File: config.mk
export PLATFORM = sky130hd
export DESIGN_NAME = mem_port_arbiter
export DESIGN_NICKNAME = d
export VERILOG_FILES = /design/src/rtl/mem_port_arbiter.sv
export SDC_FILE = /design/constraint.sdc
export NUM_CORES = 1
export LEC_CHECK = 0
export ABC_AREA = 0
export CAP_MARGIN = 40
export CORE_AREA = 2 2 104 106
export CTS_CLUSTER_DIAMETER = 200
export CTS_CLUSTER_SIZE = 12
export DETAILED_ROUTE_END_ITERATION = 10
export DIE_AREA = 0 0 106 108
export DONT_BUFFER_PORTS = 1
export PLACE_DENSITY = 0.68
export SETUP_SLACK_MARGIN = 0.3
export SLEW_MARGIN = 15
export SYNTH_ARGS = -nofsm -noshare
export SYNTH_HDL_FRONTEND = slang
export SYNTH_SLANG_ARGS = --single-unit
File: constraint.sdc
create_clock -name clk -period 11.7 [get_ports clk]
set_input_delay 2.34 -clock clk [delete_from_list [all_inputs] [get_ports clk]]
set_output_delay 2.34 -clock clk [all_outputs]
set_load 0.01 [all_outputs]
File: src/rtl/mem_port_arbiter.sv
// Arbiter that shares one memory port between instruction fetch and the
// data stage. Data requests normally win, but after MAX_D consecutive data
// grants made while a fetch is waiting, the fetch is served next.
// Every access follows the same path: grant, serve until ack, one-cycle done.
module mem_port_arbiter #(
  parameter int AW    = 32,
  parameter int DW    = 32,
  parameter int MAX_D = 2
) (
  input  logic          clk,
  input  logic          rst,
  input  logic          if_req,
  input  logic [AW-1:0] if_addr,
  output logic [DW-1:0] if_rdata,
  output logic          if_valid,
  input  logic          dm_req,
  input  logic          dm_we,
  input  logic [AW-1:0] dm_addr,
  input  logic [DW-1:0] dm_wdata,
  output logic [DW-1:0] dm_rdata,
  output logic          dm_valid,
  output logic          mem_req,
  output logic          mem_we,
  output logic [AW-1:0] mem_addr,
  output logic [DW-1:0] mem_wdata,
  input  logic [DW-1:0] mem_rdata,
  input  logic          mem_ack,
  output logic          stall_if,
  output logic          stall_mem
);

  // Counter wide enough to hold MAX_D; never narrower than one bit.
  localparam int CW = (MAX_D < 1) ? 1 : $clog2(MAX_D + 1);
  localparam logic [CW-1:0] D_LIMIT = CW'(MAX_D);

  typedef enum logic [1:0] {
    IDLE    = 2'd0,
    SERVE_D = 2'd1,
    SERVE_I = 2'd2,
    DONE    = 2'd3
  } state_t;

  state_t        state_reg, state_next;
  logic [CW-1:0] d_cnt_reg, d_cnt_next;
  logic [AW-1:0] addr_reg, addr_next;
  logic          we_reg, we_next;
  logic [DW-1:0] wdata_reg, wdata_next;
  logic          gnt_d_reg, gnt_d_next;    // last grant went to the data stage
  logic [DW-1:0] if_rdata_reg, if_rdata_next;
  logic [DW-1:0] dm_rdata_reg, dm_rdata_next;

  // State and datapath registers; reset abandons any access in flight.
  always_ff @(posedge clk or posedge rst) begin
    if (rst) begin
      state_reg    <= IDLE;
      d_cnt_reg    <= '0;
      addr_reg     <= '0;
      we_reg       <= 1'b0;
      wdata_reg    <= '0;
      gnt_d_reg    <= 1'b0;
      if_rdata_reg <= '0;
      dm_rdata_reg <= '0;
    end else begin
      state_reg    <= state_next;
      d_cnt_reg    <= d_cnt_next;
      addr_reg     <= addr_next;
      we_reg       <= we_next;
      wdata_reg    <= wdata_next;
      gnt_d_reg    <= gnt_d_next;
      if_rdata_reg <= if_rdata_next;
      dm_rdata_reg <= dm_rdata_next;
    end
  end

  // Arbitration, grant-time latching and read-data capture.
  always_comb begin
    state_next    = state_reg;
    d_cnt_next    = d_cnt_reg;
    addr_next     = addr_reg;
    we_next       = we_reg;
    wdata_next    = wdata_reg;
    gnt_d_next    = gnt_d_reg;
    if_rdata_next = if_rdata_reg;
    dm_rdata_next = dm_rdata_reg;
    case (state_reg)
      IDLE: begin
        // Data wins unless it has already taken its quota ahead of a waiting fetch.
        if (dm_req && (!if_req || (d_cnt_reg != D_LIMIT))) begin
          state_next = SERVE_D;
          gnt_d_next = 1'b1;
          addr_next  = dm_addr;
          we_next    = dm_we;
          wdata_next = dm_wdata;
          if (!if_req) begin
            d_cnt_next = '0;
          end else if (d_cnt_reg != D_LIMIT) begin
            d_cnt_next = d_cnt_reg + CW'(1);
          end
        end else if (if_req) begin
          state_next = SERVE_I;
          gnt_d_next = 1'b0;
          addr_next  = if_addr;
          we_next    = 1'b0;
          d_cnt_next = '0;
        end
      end
      SERVE_D: begin
        if (mem_ack) begin
          // Stores leave the load-data register untouched.
          if (!we_reg) begin
            dm_rdata_next = mem_rdata;
          end
          state_next = DONE;
        end
      end
      SERVE_I: begin
        if (mem_ack) begin
          if_rdata_next = mem_rdata;
          state_next    = DONE;
        end
      end
      DONE: begin
        state_next = IDLE;
      end
      default: begin
        state_next = IDLE;
      end
    endcase
  end

  // Memory side is driven only from latched values so requesters may move on after grant.
  assign mem_req   = (state_reg == SERVE_D) || (state_reg == SERVE_I);
  assign mem_we    = (state_reg == SERVE_D) && we_reg;
  assign mem_addr  = addr_reg;
  assign mem_wdata = wdata_reg;

  assign if_rdata  = if_rdata_reg;
  assign dm_rdata  = dm_rdata_reg;
  assign if_valid  = (state_reg == DONE) && !gnt_d_reg;
  assign dm_valid  = (state_reg == DONE) && gnt_d_reg;

  assign stall_if  = if_req & ~if_valid;
  assign stall_mem = dm_req & ~dm_valid;

endmodule

==> flow_summary.ini <==
[sta]
fmax_mhz = 203
finalClockSkew_ns = 0.0115
maxSlewHeadroom_pct = 50.8
rsz0062_at_grt = false
finalCriticalPeriod_ns = 4.92
tightest_slew_ns = 0.736
drv_slew = 0
finalSetupViolCount = 0
final_hold_viol_count = 0
timing.final.crit_share_pct = 42.1
tns_ns = 0

[global_routing]
antenna_found_initial = 0
busiest_layer = met2
grt.total_usage_pct = 21.0
met1_usage_pct = 21.7
grt_start_max_net_pins = 62
grt_remaining_overflow = 0
grt_pass1_vias = 3654
met3_usage_pct = 9.58
use_met2_pct = 37.3
grt_pass1_wl_um = 18500

[setup_path]
cp.required_ns = 9.36
timing.critical_path.buf_inv = 0
r2r_cells = 5
crit_family = simple AND/OR/NAND/NOR gates
max_stage_delay_ns = 0.24
path_class = in -> out
critPathMaxFanout = 7
critPathLaunchType = primary input
path_cells = nor2b_1
endpoint_kind = output port
path_depth = 1
cp.arrival_ns = 2.58
cp_slowest_cell = nor2b_1

[floorplanning]
core_um2 = 10200
ios = 268
num_rows = 37
fp.dieW_um = 106
die_h_um = 108
die-area_um2 = 11400
start_util_pct = 52.5

[hold_path]
hold_depth = 2
hold_class = reg -> reg

[clocking]
post-cts-setup-buffers = 0
clk_pin_slew_ns = 0.06
cts-root-buf = clkbuf_8
cts_tree = built
clkSinkCount = 134
htreeDepth = 4
ctsHoldBuffers = 0
clock_path_buffers = 2
cts_made_buffers = 17
ctsResizeCount = 0
insertion_delay_ns = 0.50

[power_and_ir_drop]
p_leak_nw = 2.71
ir_drop_uv = 154
power_density_nw_per_um2 = 320

[logic_synthesis]
yosysWarnings = 0
synth.net_count = 559
syn_inst = 419
yosys.area.top_type = dfrtp_1
synthArstFlopShare_pct = 100
yosysTopAreaCellShare_pct = 62.4
ys_types = 23
synth_area_um2 = 5370
yosys_most_used_dff = dfrtp_1
synth-edff-count = 0
synth-seq-cells = 134
ys_seq_area_share_pct = 62.4
avgSynthCellArea_um2 = 12.8
synth_area_leaders = dfrtp_1 62%, mux2_2 14%, a21oi_1 6.2%

[detailed_routing]
vias = 3288
wl_per_cell_um = 20.8
drc = 0
ant_nets = 0
drt_iter0_drc = 149
firstDrtPassIters = 6
avgViaCountPerCell = 5.76
totalWireLength_um = 11900

[run_status]
status = complete, no violations

[finish]
register_area_um2 = 3350
final_nets = 562
nFillCells = 819
multi_input_area_um2 = 1910
drive_above_1_share_pct = 25.3
diodes = 0
syn_to_final_growth_pct = 14.8
design_area_um2 = 6160

[place]
place.gp.congestion = 0.798
dpl.hpwl_um = 8730
placed_area_um2 = 5550
port_buffers = 0

[job]
maxCapViolCount = 0
## per-stage QoR
step / util, % / hold WS [ns] / setup slack (ns) / cells / power, mW
detailed placement: 54.2 / 0.482 / 6.77 / 539 / 1.44
CTS: 60.3 / 0.496 / 6.77 / 571 / 2.00
floorplan: - / 0.454 / 5.78 / 419 / 1.30
finish: 60.3 / 0.492 / 6.78 / 571 / 1.97
global placement: 53.5 / 0.469 / 6.75 / 536 / 1.40
global route: 60.3 / 0.537 / 6.76 / 571 / 2.09
## worst reg2reg max path, delay by kind of cell, from the launching register on
family | cells | cell delay (ns)
AND/OR/NAND/NOR | 1 | 0.51
buffers and inverters | 1 | 0.05
flip-flops | 1 | 0.36
adder cells (fa/ha/maj) | 1 | 0.24
multiplexers | 1 | 0.52
AO/OA/AOI/OAI | 1 | 0.36
## where the power goes
part           total, mW  switching, mW  internal, mW
Combinational      0.441          0.211         0.231
Clock              0.547          0.197         0.350
Sequential         0.985          0.282         0.703
Total               1.97          0.690          1.28
## path summary, 6_finish.rpt
kind | from | endpoint | slack, ns
min | d_cnt_reg[1]$_DFFE_PP0P_ | d_cnt_reg[1]$_DFFE_PP0P_ | 0.49
min in group asynchronous | rst | mem_wdata[27]$_DFFE_PP0P_ | 1.84
max in group asynchronous | rst | mem_wdata[20]$_DFFE_PP0P_ | 8.78
max | if_req | stall_if | 6.78
max reg2reg | d_cnt_reg[0]$_DFFE_PP0P_ | mem_wdata[28]$_DFFE_PP0P_ | 9.53
min reg2reg | d_cnt_reg[1]$_DFFE_PP0P_ | d_cnt_reg[1]$_DFFE_PP0P_ | 0.49
## routing by layer
layer,wire length [µm],vias up,part of all wire [%]
li1,-,1440,-
met1,4120,1635,35
met2,6320,193,53
met3,1230,20,10
met4,211,0,1.8
met5,0,-,0
## logic make-up after synthesis
logic type / count (synthesis) / synth area share, %
DFF: 134 / 62.4
muxes: 99 / 20.7
buffers and inverters: 27 / 2.14
and+or+nand+nor: 80 / 6.01
AOI/OAI and AO/OA: 73 / 7.29
adders and majority gates: 6 / 1.40
## synth_stat cells (2+ instances only)
master / n
clkbuf_1: 9
ha_1: 6
nor2_1: 34
nor2b_1: 4
mux2_1: 29
a21oi_1: 66
nand2_1: 37
and2_1: 2
buf_2: 11
inv_1: 4
mux2_2: 68
dfrtp_1: 134
o21ai_0: 2
mux2i_1: 2
buf_1: 3
## cell type report
cell class	instances	share of cell area, %
multi-input combinational	258	30.9
sequential	134	54.4
inverter	4	0.284
timing repair buffer	7	1.62
clock buffer	19	6.84
tap	136	2.76
clock inverter	13	3.19
## placed cells by master (no fill, tap or decap), types with 3 or more instances in the layout
| cell | count |
|---|---|
| bufinv_16 | 4 |
| dfrtp_1 | 134 |
| ha_1 | 6 |
| a21oi_1 | 66 |
| inv_6 | 4 |
| buf_4 | 4 |
| inv_1 | 3 |
| nor2b_1 | 4 |
| mux2_1 | 29 |
| clkinv_4 | 3 |
| clkbuf_16 | 16 |
| nand2_1 | 37 |
| mux2_2 | 68 |
| nor2_1 | 34 |
Note: power is estimated with default switching activity, not from simulation.
